<file path="config.mk">
export PLATFORM = sky130hd
export DESIGN_NAME = mem_arbiter
export DESIGN_NICKNAME = d
export VERILOG_FILES = /design/src/rtl/defines.sv /design/src/rtl/mem_arbiter.sv
export SDC_FILE = /design/constraint.sdc
export NUM_CORES = 1
export LEC_CHECK = 0
export ABC_AREA = 1
export CAP_MARGIN = 20
export CORE_AREA = 2 2 103 105
export DETAILED_ROUTE_END_ITERATION = 10
export DIE_AREA = 0 0 105 107
export SLEW_MARGIN = 20
export SYNTH_ARGS = -nofsm -noshare
export SYNTH_HDL_FRONTEND = slang
export SYNTH_SLANG_ARGS = --single-unit
</file>
<file path="constraint.sdc">
create_clock -name clk -period 1.3 [get_ports clk]
set_clock_uncertainty 0.05 [all_clocks]
set_input_delay 0.26 -clock clk [delete_from_list [all_inputs] [get_ports clk]]
set_output_delay 0.26 -clock clk [all_outputs]
set_load 0.03 [all_outputs]
</file>
<file path="src/rtl/defines.sv">
// Shared defines for the CPU memory path.
//   FULLW         : full machine word width (address and data).
//   RSP_*_ENC     : encodings of the mem_arbiter response-state register.
// Optional build macro consumed elsewhere: MEM_ARB_RR_EN (round-robin arbitration).
`ifndef FULLW
`define FULLW 32
`endif
`ifndef RSP_NONE_ENC
`define RSP_NONE_ENC 2'd0
`endif
`ifndef RSP_IF_ENC
`define RSP_IF_ENC 2'd1
`endif
`ifndef RSP_D_ENC
`define RSP_D_ENC 2'd2
`endif

</file>
<file path="src/rtl/mem_arbiter.sv">
// mem_arbiter: shares one single-port RAM (1-cycle read latency) between the
// instruction-fetch port and the data port of the CPU.
//   clk, nreset            : clock, asynchronous active-low reset
//   if_req/if_addr         : fetch request in;  if_gnt/if_rvalid/if_rdata out
//   d_req/d_we/d_addr/d_wdata : data request in; d_gnt/d_rvalid/d_rdata out
//   mem_ad/mem_d/mem_we    : RAM command out;   mem_q : RAM read data in
//   stall                  : fetch is requesting but was not granted
// Build option: define MEM_ARB_RR_EN for round-robin conflict resolution;
// otherwise the data port always wins a conflict.
`ifndef FULLW
`define FULLW 32
`endif
`ifndef RSP_NONE_ENC
`define RSP_NONE_ENC 2'd0
`endif
`ifndef RSP_IF_ENC
`define RSP_IF_ENC 2'd1
`endif
`ifndef RSP_D_ENC
`define RSP_D_ENC 2'd2
`endif

module mem_arbiter #(
    parameter int AW = `FULLW,
    parameter int DW = `FULLW
) (
    input  logic          clk,
    input  logic          nreset,
    input  logic          if_req,
    input  logic [AW-1:0] if_addr,
    output logic          if_gnt,
    output logic          if_rvalid,
    output logic [DW-1:0] if_rdata,
    input  logic          d_req,
    input  logic          d_we,
    input  logic [AW-1:0] d_addr,
    input  logic [DW-1:0] d_wdata,
    output logic          d_gnt,
    output logic          d_rvalid,
    output logic [DW-1:0] d_rdata,
    output logic [AW-1:0] mem_ad,
    output logic [DW-1:0] mem_d,
    output logic          mem_we,
    input  logic [DW-1:0] mem_q,
    output logic          stall
);

    typedef enum logic [1:0] {
        RSP_NONE = `RSP_NONE_ENC,
        RSP_IF   = `RSP_IF_ENC,
        RSP_D    = `RSP_D_ENC
    } rsp_e;

    rsp_e rsp_state_q, rsp_state_d;

`ifdef MEM_ARB_RR_EN
    // 0 = fetch won last, 1 = data won last
    localparam logic WIN_IF = 1'b0;
    localparam logic WIN_D  = 1'b1;
    logic last_winner_q, last_winner_d;
`endif

    // Grant and RAM command; no grant at all while reset is held.
    always_comb begin
        if_gnt = 1'b0;
        d_gnt  = 1'b0;
        if (nreset) begin
            if (d_req && if_req) begin
`ifdef MEM_ARB_RR_EN
                if (last_winner_q == WIN_IF) d_gnt  = 1'b1;
                else                         if_gnt = 1'b1;
`else
                d_gnt = 1'b1;
`endif
            end else if (d_req) begin
                d_gnt = 1'b1;
            end else if (if_req) begin
                if_gnt = 1'b1;
            end
        end

        mem_ad = '0;
        mem_d  = '0;
        mem_we = 1'b0;
        if (d_gnt) begin
            mem_ad = d_addr;
            if (d_we) begin
                mem_we = 1'b1;
                mem_d  = d_wdata;
            end
        end else if (if_gnt) begin
            mem_ad = if_addr;
        end

        // Response owner for next cycle follows this cycle's grant.
        rsp_state_d = RSP_NONE;
        if (if_gnt)              rsp_state_d = RSP_IF;
        else if (d_gnt && !d_we) rsp_state_d = RSP_D;

`ifdef MEM_ARB_RR_EN
        last_winner_d = last_winner_q;
        if (d_gnt)       last_winner_d = WIN_D;
        else if (if_gnt) last_winner_d = WIN_IF;
`endif
    end

    always_ff @(posedge clk or negedge nreset) begin
        if (!nreset) begin
            rsp_state_q <= RSP_NONE;
`ifdef MEM_ARB_RR_EN
            last_winner_q <= WIN_IF;
`endif
        end else begin
            rsp_state_q <= rsp_state_d;
`ifdef MEM_ARB_RR_EN
            last_winner_q <= last_winner_d;
`endif
        end
    end

    assign if_rvalid = (rsp_state_q == RSP_IF);
    assign d_rvalid  = (rsp_state_q == RSP_D);
    assign if_rdata  = if_rvalid ? mem_q : '0;
    assign d_rdata   = d_rvalid  ? mem_q : '0;
    assign stall     = if_req & ~if_gnt;

endmodule
</file>
# After elaboration in Yosys (flattened, before gate mapping)
# Cells that the tools add are included.
# W data, S select, Z words.
# word_totals
register_bits	2
in_bits	133
word_cells	25
out_inout_bits	134
# classes
n_reduce_logical	3
n_eq_ne	2
n_mux	17
n_bitwise	2
# op_table
cell	n
$mux W32	6
$mux W1	9
$mux W2	2
$eq A2 B1 Y1 const B	1
$eq A2 B2 Y1 const B	1
$logic_and A1 B1 Y1	2
$and A1 B1 Y1	1
$logic_not A1 Y1	1
$not A1 Y1	1

# Depth between registers and ports, before layout
# Gate-level depths: netlist of the first run.
# logic_depth
word_depth	6
depth_mapped	6
depth_no_buf	4

# Worst setup path before layout of the first run
# OpenSTA, ideal clock, no wires.
# synth_path
kind	register -> output
startpoint	register rsp_state_q[1]
endpoint	output if_rdata[10]
t_arrival_ns	1.372
path_buffers	1
path_slack_ns	-0.382
t_required_ns	0.990
stages_incl_launch_ff	5
path_cell_list	dfrtp_1 > nor2_2 > inv_2 > buf_2 > nor2_1
# synth_between
elab_chain_cells	2
# synth_lines
element	line	text
start, declared	mem_arbiter.sv:54	rsp_e rsp_state_q, rsp_state_d;
start signal, assigned	mem_arbiter.sv:114	rsp_state_q <= rsp_state_d;
$eq A2 B1 Y1	mem_arbiter.sv:121	assign if_rvalid = (rsp_state_q == RSP_IF);
net if_rvalid	mem_arbiter.sv:32	output logic if_rvalid,
$mux W32	mem_arbiter.sv:123	assign if_rdata = if_rvalid ? mem_q : '0;
end, declared	mem_arbiter.sv:33	output logic [DW-1:0] if_rdata,
# The timed path passes the listed nets, and every way through them passes these cells.

# Worst setup path after layout of the first run
# layout_path
startpoint	register rsp_state_q[1]
endpoint	output if_rdata[0]
# layout_between
elab_chain_cells	2
# layout_lines
element	line
$eq A2 B1 Y1	mem_arbiter.sv:121
$mux W32	mem_arbiter.sv:123
# No other way between the ends.

==> metrics list, run 1 <==
- Number of antenna violations at the first check in global routing: 5
- The number of global-route vias before repair was about 3.1k.
- Final design utilization: 58.8%
- The net count of the finished layout is 721.
- Number of DRC violations after detailed-routing iteration 0: approximately 140
* Seq cells post-synth: 2
- Routed wire length: approximately 11,000 um
* Regs by FF count: rsp_state_q: 2 flops
* Max_cap viols: 0
- Cell at the root of the clock tree: clkbuf_8
- Counting every net in the synthesized netlist gives 433.
- Number of instances in the placed design: 700
- Total count of max-transition violations in the final report: 0
* Die area: 11,200 um^2
- Total vias in the final route: 3,090
* Count of TritonRoute iterations in the first routing pass: 4
* Post-Synthesis Cell Area: 1320 um^2
- Instance count of the mapped netlist: 300
- Averaged over all synthesized cells, the footprint is about 4.4 um^2.
* DR vias/cell: between 4 and 5
- Peak clock frequency supported by timing: 0.632 GHz
- For the worst setup path, the data arrival time is 1.27 ns.
* Sequential fraction of the synthesis area: 3.80%
* CTS tree: yes
* Post-synthesis cell type count: 12
- Number of top-level design ports: 267
* Tightest Hold Check Type: primary input to flip-flop
- Routability-driven placement finished with a final weighted congestion of 0.824.
- Synthesis-to-finish area growth: 351%
* Largest register FFs: 2
- After detailed routing, the number of remaining DRC violations is 0.
- Critical path peak fanout: 7
* Clock-pin slew of the registers on the worst-case setup and hold paths: 0.03 ns
- Core box area: roughly 10,000 um^2
* Worst Tran Pin Value: 0.201 ns
- In this run the number of H-tree levels came out at 1.
* Synthesis Warnings: 0
- Finish-stage setup viols: 80
- The final critical path takes up 122% of the cycle.
* Wire length of the first global-routing pass: 16,000 um
- Setup repair after global routing could not meet its margin everywhere.
* Total grt overflow: 0
- Fin crit period: 1.58 ns
* Die span in x: 105 um
- No sink is reached through more buffers than the 2 on the longest clock path.
- Pwr dens: 356 nW/um^2
- GRT Util Overall: 17.4%
* Post-detailed-placement half-perimeter wirelength: 7680 um
* Number of placement rows: 37
- The initial utilization of the core area, before any placement, comes to 13.0%.
* Status: complete, but fails checks
* IO Port Bufs: 266
- For this design, the sink count on the clock tree is 2.
- CTS buffer count: 3
- Entering global routing, the biggest net connects 33 pins.
* Crit path launch type: flip-flop
* Share of final-layout standard cells stronger than drive strength 1: 60.4%
- For this run, the number of standard cells in the final layout without fillers is 726.
* Multi-input gate area in the final layout: 1850 um^2
- The worst-case IR drop observed on VDD is about 0.19 mV.
* Per-cell routed wire length: 15.5 um
- Reported leakage power: between 3 and 4 nW
- Classification of the worst setup path: flip-flop to primary output
* Register ranked first by flip-flop count: rsp_state_q
- The layout has approximately 900 filler cells.
- Violations in the final reports: setup timing
* Die Y: 107 um
- The number of hold-slack violations in the final timing report is 0.
* Required time at the endpoint of the critical path: 0.99 ns
- Measured against its own limit, the worst slew margin works out to between 80% and 90%.
* Critical path endpoint category: primary output
- After layout, the worst setup slack is -0.282 ns.
- Area of all sequential standard cells: 51.3 um^2
- The detail route stage leaves a number of antenna-violating nets equal to 0.
[worst max-delay path, cell delays in order, from the launching register on]
cell     delay [ns]
dfrtp_2        0.42
nor2_4         0.15
inv_6          0.09
buf_12         0.16
nor2_4         0.10
buf_6          0.14
[final cells by class]
| type | count | share of cell area, % |
|---|---|---|
| timing repair buffer | 310 | 61.2 |
| inverter | 39 | 3.01 |
| multi-input combinational | 232 | 31.2 |
| antenna | 4 | 0.169 |
| clock buffer | 3 | 0.696 |
| sequential | 2 | 0.864 |
| tap | 136 | 2.87 |
[worst paths after layout]
path / start / endpoint / slack (ns) / cells after the start
max in group asynchronous: nreset / rsp_state_q[1] / 0.62 / 3
worst min-delay path: d_we / rsp_state_q[1] / 0.36 / 3
worst max-delay path: rsp_state_q[1] / if_rdata[0] / -0.28 / 5
min in group asynchronous: nreset / rsp_state_q[0] / 0.44 / 3
[per-layer routing]
metal  wire length [um]  track usage, %  share of wire [%]  up-vias
met3               1040            5.65                9.3        8
met5                 16               0               0.14        -
li1                   -               -                  -     1493
met2               6050            34.0                 54      174
met4                 86            2.95               0.76        2
met1               4070            18.1                 36     1413
[where the power goes]
group,internal [W],leakage [nW],switching [W]
registers,0.0000654,0.0254,0.00000247
logic,0.000879,3.00,0.000915
clock network,0.000196,0.0216,0.0000542
total,0.00114,3.04,0.000972
[cells in the mapped netlist (all sizes together)]
cell type	count	area, um^2
nor2	101	382
nand2	99	379
inv	39	149
nand4	32	200
buf	27	156
dfrtp	2	50.1
[metrics by stage]
step / total power, W / cell area, um^2 / hold WS (ns) / setup slack, ns / TNS, ns
detailed placement: 0.00154 / 4610 / 0.658 / -0.511 / -40.28
CTS: 0.00197 / 5400 / 0.401 / -0.294 / -18.37
global route: 0.00221 / 5930 / 0.381 / -0.334 / -20.80
floorplan: 0.000778 / 1880 / -0.0856 / -0.124 / -2.99
finish: 0.00211 / 5940 / 0.361 / -0.282 / -17.07
global placement: 0.00153 / 4610 / 0.663 / -0.504 / -39.45
[repair_timing]
action                                 CTS  global route
pin swaps                              132            17
setup endpoints to repair              134           106
resized for setup                      248           129
buffers inserted                         3             2
endpoints found under the hold margin    2             0
gates cloned                            10             5
hold buffers                             1             0
[cell usage in the layout (no fill, tap or decap), types with 4 or more instances in the layout]
master,Yosys,routed
buf_6,3,130
nor2_4,0,65
dlygate4sd2_1,0,65
clkdlybuf4s50_1,0,39
nand2_2,0,36
inv_1,37,34
nand2_1,98,33
nor2_2,1,33
nand4_1,32,32
nand2_4,1,28
dlymetal6s2s_1,0,24
buf_12,0,21
buf_4,1,16
buf_16,0,7
diode_2,0,4
clkbuf_16,0,4
[cells by family (layout without fill, tap and decap cells)]
family / Yosys count / count (layout) / share of synthesized area, %
flip-flops: 2 / 2 / 3.80
AND/OR/NAND/NOR: 232 / 232 / 73.0
buffers and inverters: 66 / 352 / 23.2
other: 0 / 4 / 0
Note: power is estimated with default switching activity, not from simulation.
==> run 2, diff against run 1 <==
--- a/config.mk
+++ b/config.mk
@@ -7,9 +7,10 @@
 export LEC_CHECK = 0
 export ABC_AREA = 1
 export CAP_MARGIN = 20
-export CORE_AREA = 2 2 103 105
+export CORE_AREA = 5 5 100 102
 export DETAILED_ROUTE_END_ITERATION = 10
 export DIE_AREA = 0 0 105 107
+export PLACE_DENSITY = 0.66
 export SLEW_MARGIN = 20
 export SYNTH_ARGS = -nofsm -noshare
 export SYNTH_HDL_FRONTEND = slang
==> metrics list, run 2 (synthesized netlist as in run 1, its figures left out) <==
- The run finished, with violations left.
* Violations in the final reports: setup timing
* Layout Nets: 722 (+0.14%)
- The core area came to 9020 um^2 (-11%).
- The flip-flop count of the largest register, all copies and words added is 2 (unchanged).
- The worst endpoint required time came to 0.99 ns (about the same).
- Slew margin rel.: 85.0% (-1.6 points)
- The post-placement cell count is 670 (-4.3%).
- Via count of the first global-routing pass: 3,114 (-0.42%)
- The top cell types in the final layout, fill and taps aside, are buf_6, nor2_4, nand2_1.
- The slowest stage of the critical path belongs to the cell dfrtp_1.
- Total count of max-transition violations in the final report: 0 (unchanged)
* Cell at the root of the clock tree: clkbuf_8
* Endpoint of the worst setup timing path: if_rdata[0]
- The final core utilization is 61.7% (+2.9 points).
- Internal power: 0.00109 W (-4.8%)
* Flop pwr share: 3.3% (about the same)
* Worst Tran Pin Value: 0.225 ns (+0.0242 ns)
* Number of nets with antenna violations after routing: 0 (unchanged)
- The buffer depth of the longest clock path is 2 (unchanged).
- rsp_state_q holds more flip-flops than any other register.
- The critical path starts at rsp_state_q[1].
* IO Port Bufs: 266 (unchanged)
- The total number of H-tree levels was 1 (unchanged).
- The switching portion of total power was 46.3% (+0.34 points).
- CTS buffer count: 3 (unchanged)
- Number of clock sinks: 2 (unchanged)
* Portion of the clock cycle consumed by the worst path in the final layout: 124% (+2.3 points)
- The leakage power was 2.79 nW (-8.5%).
- Final weighted congestion in routability-driven placement: 0.833 (+1.1%)
* Number of antenna violations at the first check in global routing: 3 (-2)
- Max_cap viols: 0 (unchanged)
* Classification of the worst setup path: flip-flop to primary output
- The sum of routed wire length over all layers came to 11,700 um (+3.8%).
- Combinational share of power: 85.0% (about the same)
- In the final layout, the registers with the most flip-flops are rsp_state_q: 2 flops.
* GRT Util Overall: 17.9% (+0.55 points)
* Die Y: 107 um (unchanged)
* Die area: 11,200 um^2 (unchanged)
* Wire length of the first global-routing pass: 16,500 um (+3.2%)
- The worst setup path is launched from a flip-flop.
- Count of TritonRoute iterations in the first routing pass: 4 (unchanged)
- The area taken by multi-input logic gates is 1700 um^2 (-8.6%).
- DR DRC count: 0 (unchanged)
* Area of all sequential standard cells: 50.0 um^2 (-2.4%)
- Per-cell routed wire length: 16.7 um (+7.6%)
- Fin crit period: 1.61 ns (+0.0304 ns)
* Maximum number of pins on one net before global-route repair: 18 (-45%)
* Number of placement rows: 35 (-5.4%)
- The total global routing overflow came to 0 (unchanged).
* Synthesis-to-finish area growth: 323%
- Die span in x: 105 um (unchanged)
- The biggest fanout along the worst timing path came to 6 (-1).
* Peak clock frequency supported by timing: 0.620 GHz (-1.9%)
- Max incr delay on CP: 0.41 ns (about the same)
* Total vias in the final route: 3,040 (-1.6%)
- Share of final-layout standard cells stronger than drive strength 1: 54.2% (-6.2 points)
- The top-level port count came to 267 (unchanged).
* DR vias/cell: 4.34 (+2.0%)
- The portion of total power attributed to the clock network was 11.7% (-0.2 points).
* Number of DRC violations after detailed-routing iteration 0: 157 (+9.0%)
- Tightest Hold Check Type: primary input to flip-flop
* Most common cell after layout, fill and taps aside: buf_6
- Pwr dens: 364 nW/um^2 (+2.2%)
- Final hold vios: 0 (unchanged)
- The sum of net half-perimeters after detailed placement is 8070 um (+5.1%).
* RSZ-0062 raised after global routing: yes
- The net switching power came to 0.000938 W (-3.5%).
- The peak supply drop came to 0.211 mV (+12%).
- Finish-stage setup viols: 92 (+15%)
* Critical path endpoint category: primary output
- The starting density of the core is 14.6% (+1.5 points).
* CTS tree: yes
- Crit path DAT: 1.30 ns (+0.03 ns)
- Setup slack of the critical path after layout: -0.313 ns (-0.0304 ns)
- Count of fill cells added during filler insertion: 776 (-16%)
* Cell chain of the critical path: nor2_4 > inv_6 > buf_12 > nor2_1 > buf_4
- Clock-pin slew of the registers on the worst-case setup and hold paths: 0.03 ns (about the same)
- The non-filler instance count after layout was 700 (-3.6%).
==> run 2: power by group through the flow <==
stage	logic, W	registers (W)	clock network [W]
floorplan	0.000710	0.0000671	0
global placement	0.00142	0.0000678	0
detailed placement	0.00143	0.0000679	0
CTS	0.00162	0.0000675	0.000246
global route	0.00181	0.0000675	0.000250
finish	0.00172	0.0000674	0.000237
==> run 2: stage by stage <==
| stage | TNS [ns] | hold WS [ns] | power (W) | worst slack (ns) | cell area (um^2) |
|---|---|---|---|---|---|
| after floorplan | -2.99 | -0.0856 | 0.000778 | -0.124 | 1880 |
| after global placement | -39.48 | 0.677 | 0.00149 | -0.548 | 4440 |
| after detailed placement | -41.08 | 0.694 | 0.00150 | -0.596 | 4440 |
| after CTS | -15.69 | 0.338 | 0.00193 | -0.323 | 5170 |
| after global routing | -20.67 | 0.343 | 0.00212 | -0.369 | 5560 |
| final | -16.01 | 0.329 | 0.00202 | -0.313 | 5560 |
==> run 2: worst min-delay path by stage <==
stage,startpoint,to,depth (start not counted)
after floorplan,nreset,rsp_state_q[0],0
after global placement,nreset,rsp_state_q[1],2
after detailed placement,nreset,rsp_state_q[1],2
after CTS,d_req,rsp_state_q[1],3
after global routing,nreset,rsp_state_q[1],3
final,nreset,rsp_state_q[1],3
==> run 2: cell type report <==
cell class	instances	share of cell area, %
diodes	2	0.0899
clock buffers	3	0.742
inverters	39	3.42
multi-input cells	232	30.5
flip-flops and latches	2	0.899
well taps	111	2.50
repair buffers	307	60.7
repair inverters	4	1.15
==> run 2: layer usage <==
metal | global-route usage [%] | routed length, um | vias up
met3 | 6.56 | 1130 | 20
met2 | 33.6 | 6150 | 185
met5 | 0 | 13 | -
li1 | - | - | 1493
met4 | 3.74 | 218 | 2
met1 | 19.1 | 4180 | 1340
==> run 2: repair_timing <==
action,CTS,global route
gates cloned,12,4
hold buffers,1,0
pin swaps,125,29
setup buffers,7,1
setup endpoints to repair,134,99
gates resized for setup,214,89
hold endpoints to repair,2,0
==> run 2: critical path, delay by kind of cell, from the launching register on <==
family                 cells  cell delay, ns
buffers and inverters      3            0.41
DFF                        1            0.41
and+or+nand+nor            2            0.26
==> run 3, diff against run 2 <==
--- a/config.mk
+++ b/config.mk
@@ -6,7 +6,6 @@
 export NUM_CORES = 1
 export LEC_CHECK = 0
 export ABC_AREA = 1
-export CAP_MARGIN = 20
 export CORE_AREA = 5 5 100 102
 export DETAILED_ROUTE_END_ITERATION = 10
 export DIE_AREA = 0 0 105 107
==> results of run 3 <==
The final DEF is identical to that of run 2; final timing and power are the same.
